==> src/rtl/snake_move_ctrl.sv <==
// rtl/snake_move_ctrl.sv - snake head sequencer: move ticks from vsync, direction latch, border collision
module snake_move_ctrl #(
    parameter int FRAMES_PER_MOVE = 8,
    parameter int START_X         = 32,
    parameter int START_Y         = 24
) (
    input  logic       pclk,
    input  logic       rst,
    input  logic       vsync_in,
    input  logic       start,
    input  logic       btn_up,
    input  logic       btn_down,
    input  logic       btn_left,
    input  logic       btn_right,
    input  logic [6:0] frame_x_inside_grid,
    input  logic [5:0] frame_y_inside_grid,
    input  logic [6:0] frame_x_size_grid,
    input  logic [5:0] frame_y_size_grid,
    output logic [6:0] head_x,
    output logic [5:0] head_y,
    output logic [1:0] dir,
    output logic       move_tick,
    output logic [1:0] state,
    output logic       game_over
);

    typedef enum logic [1:0] {
        S_IDLE = 2'd0,
        S_RUN  = 2'd1,
        S_DEAD = 2'd2
    } state_t;

    localparam logic [1:0] DIR_UP    = 2'd0;
    localparam logic [1:0] DIR_DOWN  = 2'd1;
    localparam logic [1:0] DIR_LEFT  = 2'd2;
    localparam logic [1:0] DIR_RIGHT = 2'd3;

    localparam int CNT_W = (FRAMES_PER_MOVE > 1) ? $clog2(FRAMES_PER_MOVE) : 1;
    localparam logic [CNT_W-1:0] CNT_LAST = CNT_W'(FRAMES_PER_MOVE - 1);
    localparam logic [6:0] START_X7 = 7'(START_X);
    localparam logic [5:0] START_Y6 = 6'(START_Y);

    state_t           state_q;
    state_t           state_d;
    logic             vsync_d;
    logic             vsync_rise;
    logic             move_now;
    logic [CNT_W-1:0] frame_cnt;
    logic [1:0]       pend;
    logic             req_valid;
    logic [1:0]       req_dir;
    logic             req_ok;
    logic [7:0]       nx;
    logic [6:0]       ny;
    logic [7:0]       x_min;
    logic [7:0]       x_max;
    logic [6:0]       y_min;
    logic [6:0]       y_max;
    logic             next_inside;

    assign vsync_rise = vsync_in & ~vsync_d;
    assign move_now   = (state_q == S_RUN) && vsync_rise && (frame_cnt == CNT_LAST);
    assign state      = state_q;
    assign game_over  = (state_q == S_DEAD);

    always_comb begin
        req_valid = 1'b1;
        req_dir   = DIR_RIGHT;
        if (btn_up)
            req_dir = DIR_UP;
        else if (btn_down)
            req_dir = DIR_DOWN;
        else if (btn_left)
            req_dir = DIR_LEFT;
        else if (btn_right)
            req_dir = DIR_RIGHT;
        else
            req_valid = 1'b0;
    end

    // Opposite directions differ only in bit 0; checked against the committed heading.
    assign req_ok = req_valid && (req_dir != (dir ^ 2'b01));

    // One extra bit so stepping off either edge lands outside the range instead of wrapping.
    always_comb begin
        nx = {1'b0, head_x};
        ny = {1'b0, head_y};
        case (pend)
            DIR_UP:   ny = ny - 7'd1;
            DIR_DOWN: ny = ny + 7'd1;
            DIR_LEFT: nx = nx - 8'd1;
            default:  nx = nx + 8'd1;
        endcase
    end

    assign x_min = {1'b0, frame_x_inside_grid};
    assign x_max = x_min + {1'b0, frame_x_size_grid} - 8'd3;
    assign y_min = {1'b0, frame_y_inside_grid};
    assign y_max = y_min + {1'b0, frame_y_size_grid} - 7'd3;
    assign next_inside = (nx >= x_min) && (nx <= x_max) && (ny >= y_min) && (ny <= y_max);

    always_ff @(posedge pclk) begin
        if (rst)
            state_q <= S_IDLE;
        else
            state_q <= state_d;
    end

    always_comb begin
        state_d = state_q;
        case (state_q)
            S_IDLE: if (start) state_d = S_RUN;
            S_RUN:  if (move_now && !next_inside) state_d = S_DEAD;
            S_DEAD: if (start) state_d = S_IDLE;
            default: state_d = S_IDLE;
        endcase
    end

    always_ff @(posedge pclk) begin
        if (rst) begin
            vsync_d   <= 1'b0;
            move_tick <= 1'b0;
            frame_cnt <= '0;
            head_x    <= START_X7;
            head_y    <= START_Y6;
            dir       <= DIR_RIGHT;
            pend      <= DIR_RIGHT;
        end else begin
            vsync_d   <= vsync_in;
            move_tick <= 1'b0;
            case (state_q)
                S_RUN: begin
                    if (vsync_rise)
                        frame_cnt <= (frame_cnt == CNT_LAST) ? '0 : frame_cnt + CNT_W'(1);
                    if (req_ok)
                        pend <= req_dir;
                    if (move_now) begin
                        dir <= pend;
                        if (next_inside) begin
                            head_x    <= nx[6:0];
                            head_y    <= ny[5:0];
                            move_tick <= 1'b1;
                        end
                    end
                end
                S_DEAD: begin
                    if (start) begin
                        frame_cnt <= '0;
                        head_x    <= START_X7;
                        head_y    <= START_Y6;
                        dir       <= DIR_RIGHT;
                        pend      <= DIR_RIGHT;
                    end
                end
                default: begin
                    frame_cnt <= '0;
                    head_x    <= START_X7;
                    head_y    <= START_Y6;
                    dir       <= DIR_RIGHT;
                    pend      <= DIR_RIGHT;
                end
            endcase
        end
    end

endmodule

==> config.mk <==
export PLATFORM = sky130hd
export DESIGN_NAME = snake_move_ctrl
export DESIGN_NICKNAME = d
export VERILOG_FILES = /design/src/rtl/snake_move_ctrl.sv
export SDC_FILE = /design/constraint.sdc
export NUM_CORES = 1
export LEC_CHECK = 0
export ABC_AREA = 1
export BUFFER_PORTS_ARGS = -buffer_cell sky130_fd_sc_hd__buf_4
export CORE_MARGIN = 4
export CORE_UTILIZATION = 23
export CTS_BUF_LIST = sky130_fd_sc_hd__clkbuf_4 sky130_fd_sc_hd__clkbuf_8
export CTS_CLUSTER_SIZE = 25
export DETAILED_ROUTE_END_ITERATION = 10
export GPL_ROUTABILITY_DRIVEN = 1
export PLACE_DENSITY_LB_ADDON = 0.3
export SYNTH_ARGS = -nofsm -noshare
export SYNTH_HDL_FRONTEND = slang
export SYNTH_SLANG_ARGS = --single-unit
==> constraint.sdc <==
create_clock -name pclk -period 4.9 [get_ports pclk]
set_input_delay 0.98 -clock pclk [delete_from_list [all_inputs] [get_ports pclk]]
set_output_delay 0.98 -clock pclk [all_outputs]
set_load 0.01 [all_outputs]
==> summary.md, run 1 <==
* **Yosys top cell area share** 24.00%
* **end of the worst register-to-register path** head_y[5]
* **source of the worst hold timing path** frame_cnt[1]
* **global-route wire length before repair** 13.32 mm
* **arithmetic-cell share of the synthesized area counting full adders, half adders and majority gates** 25.92%
* **via count of the routed design** 3,102
* **number of DRC violations after detailed routing** 0
* **effective utilization at floorplan** 23.53%
* **routability congestion estimate from global placement** 0.8206
* **fraction of final layout cells sized beyond drive strength 1** 12.64%
* **Skew-Pair Late Insertion Delay** 260 ps
* **global-route usage over all layers** 9.964%
* **instance count along the most critical hold path** 2
* **number of antenna violations at the first check in global routing** 0
* **net switching power figure** 393.2 µW
* **Synthesis Warnings** 0
* **Worst Tran Pin Value** 886.4 ps
* **worst setup margin** 842.5 ps
* **setup-violating endpoint count in the final report** 0
* **most used standard cell by instance count after synthesis** nand2_1
* **mux cell area share after synthesis** 0%
* **final worst path period share** 82.81%
* **worst IR drop on VDD** 0.0001431 V
* **status** finished clean
* **complex-gate fraction of the synthesized area** 12.24%
* **critical path launch point type** flop
* **Leakage Power** 0.002135 µW
* **ranking of synthesized cells by instance count** nand2_1 (114), inv_1 (100), ha_1 (60)
* **final max-slew violation count** 0
* **hold-fix buffer count after cts** 0
* **synthesized area per cell** 6.371 µm²
* **clock group share of total power** 12.9%
* **clk buf depth** 2
* **R2R cell count** 24
* **Die W** 124.6 µm
* **worst rel slew slack** 40.69%
* **final standard cell utilization of the core** 28.10%
* **CTS tree** yes
* **Post-Route Hold Slack** 473.4 ps
* **Placement Setup Slack** 539.9 ps
* **DP Area** 3695 µm²
* **mean routed wirelength per cell** 10.86 µm
* **buffer type at the clock tree root** clkbuf_8
* **Post-Synth Simple-Gate Area** 28.56%
* **Antenna Diode Count** 0
* **Final Hold Violating Endpoints** 0
* **I/O Pins** 53
* **Worst R2R Setup Slack** 840 ps
* **final critical path time including I/O delays and setup** 4058 ps
* **element type at the critical path end** flop
* **number of clock sinks seen by CTS** 24
* **EDFF count, synth** 0
* **max-cap check violation count** 0
* **internal portion of total power** 486.3 µW
* **wire length after detailed routing** 7.754 mm
* **worst-path maximum fanout** 22
* **post-route standard cell area excluding fillers** 3736 µm²
* **switching power share of the total** 44.70%
* **nets in the synthesized netlist** 588
* **RSZ-0062 raised after global routing** false
* **Max Freq** 0.2465 GHz
* **largest net degree at the start of global routing** 23
* **count of cells resized by post-cts repair** 0
* **count of buffers from port buffering** 52
* **number of distinct library cells after synthesis** 37
* **number of global-route vias before repair** 3,027
* **setup repair bufs after CTS** 0
* **deepest level of the CTS H-tree** 1
* **class of the most critical hold timing path** flop to flop
* **dominant cell type by area after synthesis** ha_1
* **proportion of power drawn by flip-flops and latches** 27.1%
* **Clock Skew** 2.781 ps
* **async set-or-reset flop fraction in the synthesized netlist** 0%
* **number of nets at the end of the flow** 637
* **main combinational cell family by area after synthesis** simple AND/OR/NAND/NOR gates
* **Crit path required time** 5060 ps
* **global route total overflow** 0
* **Power Density** 235.4 nW/µm²
* **Core Rows** 42
* **total of flip-flops plus latches after synthesis** 24
* **initial detailed-routing violation count** 82
* **Min-Delay Endpoint** frame_cnt[1]
* **DR pass1 iterations** 5
* **per-cell via count in the routed design** 4.345
* **type of the setup path with the least slack** flop to flop
* **height of the chip** 124.6 µm
* **proportion of power drawn by combinational gates** 60.0%
* **CTS Buf Count** 3
* **CORE AREA** 13,300 µm²
* **Clock Pin Slew Worst Setup and Hold Paths** 80 ps
* **DRT antenna net count** 0
* **DP HPWL** 6.532 mm
* **crit path DAT** 4220 ps
* **primary flip-flop cell chosen by synthesis mapping** dfxtp_1
* **cell types occupying the most area after synthesis** ha_1 (24%), dfxtp_1 (15%), nand2_1 (14%)
* **total standard cell area after synthesis** 3128 µm²
* **post-synthesis instance total** 491
* **setup tns final** 0 ps
* **share of synthesized area occupied by flip-flops and latches** 15.36%
* **Critical R2R Launch** pend[1]
* **XOR/XNOR Fraction of Synth Area** 3.920%
* **growth of design area from synthesis to finish** 19.44%
* **Die Outline Area** 15,530 µm²
## placed cells by master (no fill, tap or decap), types with 4 or more instances in the layout
| cell | instances |
|---|---|
| nor2_1 | 41 |
| inv_1 | 100 |
| nand2_1 | 114 |
| o21ai_0 | 17 |
| buf_4 | 53 |
| dfxtp_1 | 24 |
| xor2_1 | 7 |
| a21oi_1 | 35 |
| ha_1 | 60 |
| nand3_1 | 35 |
| xnor2_1 | 7 |
| nand4_1 | 4 |
| a31oi_1 | 4 |
## how the worst max path moves through the flow
stage                            from   endpoint  slack (ps)  depth (start not counted)
6_report                      pend[1]  head_y[5]         840                         24
5_1_grt                       pend[1]  head_x[1]         400                         25
2_1_floorplan  frame_x_inside_grid[1]  head_x[3]        1090                         22
3_5_place_dp   frame_x_inside_grid[1]  head_x[1]         540                         22
3_3_place_gp   frame_x_inside_grid[1]  head_y[5]         660                         21
4_1_cts                       pend[0]  head_x[1]         830                         23
## routing by layer
metal	wire, µm	vias to the layer above	track usage, %
li1	-	1660	-
met1	3632	1386	12.69
met2	3797	54	18.13
met3	289	2	1.630
met4	34	0	1.161
met5	0	-	0
## state kept, by name (all words and copies together) (netlist names)
name / cells
pend: 2
frame_cnt: 3
move_tick: 1
vsync_d: 1
head_y: 6
dir: 2
state: 2
head_x: 7
## critical path, stage by stage (launching register included)
cell      delay (ps)
dfxtp_1          620
inv_2            230
nor2_2           290
nand2_1          140
nand2_1          100
inv_1             50
ha_1             160
inv_1             70
nand2_1           70
nand4_1          110
nand2_1           70
xnor2_1          120
a21oi_1          350
ha_1             310
nand2_1           70
nor2_1            60
a21boi_0         110
o22ai_1          200
nand2_1           80
nor2_1           130
nand2_2          120
nand2_4          110
nand2_4          160
nor2_1           160
nor2_1            60
## per-stage QoR
stage | cells | power (µW)
2_1_floorplan | 491 | 629.0
3_3_place_gp | 711 | 765.7
3_5_place_dp | 711 | 777.5
4_1_cts | 714 | 897.9
5_1_grt | 714 | 990.2
6_report | 714 | 879.5
## power by group through the flow
stage               logic, µW  clock network, µW  registers (µW)
global route              621                128             242
global placement          523                  0             243
floorplan                 387                  0             242
finish                    528                114             238
CTS                       538                121             239
detailed placement        534                  0             243
## layout make-up
class | count | area, µm²
multi-input cells | 355 | 2210
fillers | 1472 | 9559
repair buffers | 53 | 397.9
clock buffers | 3 | 41.29
well taps | 176 | 220.2
inverters | 103 | 386.6
flip-flops and latches | 24 | 480.5
## cells by family after synthesis
family / Yosys count
flip-flops: 24
adder cells (fa/ha/maj): 63
AND/OR/NAND/NOR: 209
XOR/XNOR: 14
buffers and inverters: 112
AO/OA/AOI/OAI: 69
No activity file was read; power rests on OpenSTA's default activity.
==> run 2: changes to the inputs <==
- clock period: 4.9 -> 3.5 ns (I/O delays scaled with it)
==> summary.md, run 2 (synthesis results as in run 1) <==
* **status** finished clean, unchanged
* **proportion of power drawn by flip-flops and latches** 22.1%, was 27.1%
* **mean routed wirelength per cell** 11.42 µm, was 10.86 µm
* **clock group share of total power** 16.2%, was 12.9%
* **highest-count cells in the layout ignoring fill and taps** nand2_1 (104), inv_1 (94), buf_4 (88), ha_1 (53), was nand2_1 (114), inv_1 (100), ha_1 (60), buf_4 (53), nor2_1 (41)
* **number of global-route vias before repair** 3,149, was 3,027
* **Placement Setup Slack** -525.9 ps, was 539.9 ps
* **Worst Tran Pin Value** 675.7 ps, was 886.4 ps
* **Critical path destination** head_x[4], was head_y[5]
* **global route total overflow** 0, unchanged
* **DRT antenna net count** 0, unchanged
* **max-cap check violation count** 0, unchanged
* **Slowest-stage cell, CP** fa_2, was dfxtp_1
* **met2 routed wirelength** 4.345 mm, was 3.797 mm
* **hold-fix buffer count after cts** 0, unchanged
* **Die Outline Area** 15,530 µm², unchanged
* **critical path cell sequence** buf_8 > ha_4 > ha_4 > fa_2 > nand3_2 > nand2_1 > nand2_1 > nand2_1 > a21oi_2 > xor2_1 > ha_1 > nand2_2 > nor2_4 > a21boi_2 > o22ai_2 > nand2_1 > nor2_2 > nand2_2 > nand2_8 > nand2_8 > nor2_1 > nor2_2, was inv_2 > nor2_2 > nand2_1 > nand2_1 > inv_1 > ha_1 > inv_1 > nand2_1 > nand4_1 > nand2_1 > xnor2_1 > a21oi_1 > ha_1 > nand2_1 > nor2_1 > a21boi_0 > o22ai_1 > nand2_1 > nor2_1 > nand2_2 > nand2_4 > nand2_4 > nor2_1 > nor2_1
* **Skew-Pair Late Insertion Delay** 270 ps, was 260 ps
* **crit path DAT** 3620 ps, was 4220 ps
* **per-cell via count in the routed design** 4.391, was 4.345
* **leading cell type in the layout, fill and taps excluded** nand2_1, unchanged
* **global-route wire length before repair** 14.07 mm, was 13.32 mm
* **RSZ-0062 raised after global routing** true, was false
* **element type at the critical path end** flop, unchanged
* **number of nets at the end of the flow** 677, was 637
* **effective utilization at floorplan** 23.53%, unchanged
* **Buf+Inv Stages, Crit Path** 1, was 3
* **Clock Pin Slew Worst Setup and Hold Paths** 90 ps, was 80 ps
* **Core Rows** 42, unchanged
* **switching power share of the total** 42.62%, was 44.70%
* **Slowest Stage Delay on Critical Path** 360 ps, was 620 ps
* **most flop-heavy register** head_x, unchanged
* **end of the worst register-to-register path** head_x[4], was head_y[5]
* **Post-Route Hold Slack** 477.3 ps, was 473.4 ps
* **flip-flop count of the largest register, all copies and words added** 7, unchanged
* **critical path launch point type** input port, was flop
* **fraction of final layout cells sized beyond drive strength 1** 26.60%, was 12.64%
* **final max-slew violation count** 0, unchanged
* **class of the most critical hold timing path** flop to flop, unchanged
* **number of gates on the worst path with buffers counted** 22, was 24
* **Worst R2R Setup Slack** 120 ps, was 840 ps
* **growth of design area from synthesis to finish** 38.28%, was 19.44%
* **Die W** 124.6 µm, unchanged
* **number of clock sinks seen by CTS** 24, unchanged
* **number of antenna violations at the first check in global routing** 0, unchanged
* **final critical path time including I/O delays and setup** 3454 ps
* **largest registers ranked by flip-flop count** head_x: 7 flops, head_y: 6 flops, frame_cnt: 3 flops, unchanged
* **global-route usage over all layers** 10.53%, was 9.964%
* **Final Hold Violating Endpoints** 0, unchanged
* **DP HPWL** 6.807 mm, was 6.532 mm
* **worst-path maximum fanout** 11, was 22
* **deepest level of the CTS H-tree** 1, unchanged
* **CTS tree** yes, unchanged
* **worst IR drop on VDD** 0.0002069 V, was 0.0001431 V
* **setup-violating endpoint count in the final report** 0, unchanged
* **count of buffers from port buffering** 52, unchanged
* **CORE AREA** 13,300 µm², unchanged
* **Met3 Wirelength** 223 µm, was 289 µm
* **Antenna Diode Count** 0, unchanged
* **final worst path period share** 98.67%
* **Clock Skew** 12.24 ps, was 2.781 ps
* **Max Freq** 0.2896 GHz
* **cell seen most often among critical-path stages** nand2_1, unchanged
* **DR pass1 iterations** 4, was 5
* **via count of the routed design** 3,315, was 3,102
* **worst setup margin** 46.49 ps, was 842.5 ps
* **Crit path required time** 3660 ps, was 5060 ps
* **Leakage Power** 0.002353 µW, was 0.002135 µW
* **instance count along the most critical hold path** 2, unchanged
* **length of routed wiring on met1** 4.011 mm, was 3.632 mm
* **net switching power figure** 641.7 µW, was 393.2 µW
* **uppermost layer routed** met4, unchanged
* **clk buf depth** 2, unchanged
* **worst rel slew slack** 54.91%, was 40.69%
* **number of fillers in the final layout** 1,435, was 1,472
* **internal portion of total power** 863.8 µW, was 486.3 µW
* **buffer type at the clock tree root** clkbuf_8, unchanged
* **initial detailed-routing violation count** 94, was 82
* **category of cells accounting for the largest share of critical-path delay** simple AND/OR/NAND/NOR gates, unchanged
* **Power Density** 348.1 nW/µm², was 235.4 nW/µm²
* **type of the setup path with the least slack** input port to flop, was flop to flop
* **final standard cell utilization of the core** 32.53%, was 28.10%
* **CTS Buf Count** 3, unchanged
* **height of the chip** 124.6 µm, unchanged
* **number of DRC violations after detailed routing** 0, unchanged
* **Worst Setup SP** frame_x_inside_grid[1], was pend[1]
* **Critical R2R Launch** pend[0], was pend[1]
* **largest net degree at the start of global routing** 17, was 23
* **proportion of power drawn by combinational gates** 61.7%, was 60.0%
* **R2R cell count** 26, was 24
* **wire length after detailed routing** 8.624 mm, was 7.754 mm
* **routability congestion estimate from global placement** 0.8371, was 0.8206
* **I/O Pins** 53, unchanged
[run 2: cell types whose count changed in the layout (fill, tap and decap cells not counted), sizes merged]
cell,previous run,this run
bufinv,0,1
nand2,118,120
buf,53,91
[run 2: metrics by stage]
step                      setup TNS, ps  power (µW)  instance area, µm²  cells
final                                 0        1506                4325    755
after CTS                        -41.70        1469                4163    750
after global routing              -1594        1659                4325    755
after detailed placement          -7590        1154                3930    740
after global placement            -6910        1136                3930    740
after floorplan                       0       885.1                3147    491
[run 2: layout make-up]
cell class	instances	area, µm²	share of cell area, %
clock buffer	3	41.29	0.9546
inverter	103	386.6	8.938
timing repair buffer	91	698.2	16.14
tap	176	220.2	5.091
multi-input combinational	357	2466	57.01
clock inverter	1	30.03	0.6942
sequential	24	483.0	11.17
[run 2: power groups by stage]
| stage | clock, µW | sequential [µW] | combinational [µW] |
|---|---|---|---|
| after global routing | 260 | 337 | 1060 |
| after CTS | 252 | 332 | 886 |
| after detailed placement | 0 | 338 | 816 |
| after global placement | 0 | 337 | 798 |
| after floorplan | 0 | 339 | 546 |
| final | 244 | 332 | 929 |
[run 2: routing by layer]
| metal | vias to the layer above | track usage (%) |
|---|---|---|
| met5 | - | 0 |
| li1 | 1753 | - |
| met1 | 1517 | 12.99 |
| met4 | 0 | 1.418 |
| met3 | 6 | 1.715 |
| met2 | 39 | 19.59 |
[run 2: timing repair]
action / in CTS / in global routing
resized for setup: 24 / 35
gates cloned: 2 / 0
pin swaps: 18 / 24
buffers inserted: 4 / 5
endpoints found under the setup margin: 16 / 16
[run 2: how the worst min path moves through the flow]
stage	startpoint	slack, ps	endpoint
3_3_place_gp	frame_cnt[1]	460	frame_cnt[1]
4_1_cts	frame_cnt[2]	480	frame_cnt[2]
5_1_grt	frame_cnt[2]	520	frame_cnt[2]
2_1_floorplan	frame_cnt[1]	450	frame_cnt[1]
6_report	frame_cnt[2]	480	frame_cnt[2]
3_5_place_dp	frame_cnt[2]	470	frame_cnt[2]
[run 2: worst reg2reg max path: stages, from the launching register on]
cell	delay [ps]
dfxtp_2	340
inv_2	50
nor2_4	100
inv_2	90
ha_4	300
nand2_1	50
nand2_1	50
a31oi_1	40
or2_2	300
nand2_1	100
a21o_1	120
nand2_1	50
nand3_1	90
nand2_1	90
ha_1	290
nand2_1	120
nor2_1	60
a211oi_1	170
nand2_1	80
nand2_1	60
nand2_1	60
nor2_2	120
nand2_2	100
nand2_8	140
nand2_8	110
nor2_1	150
nor2_2	40
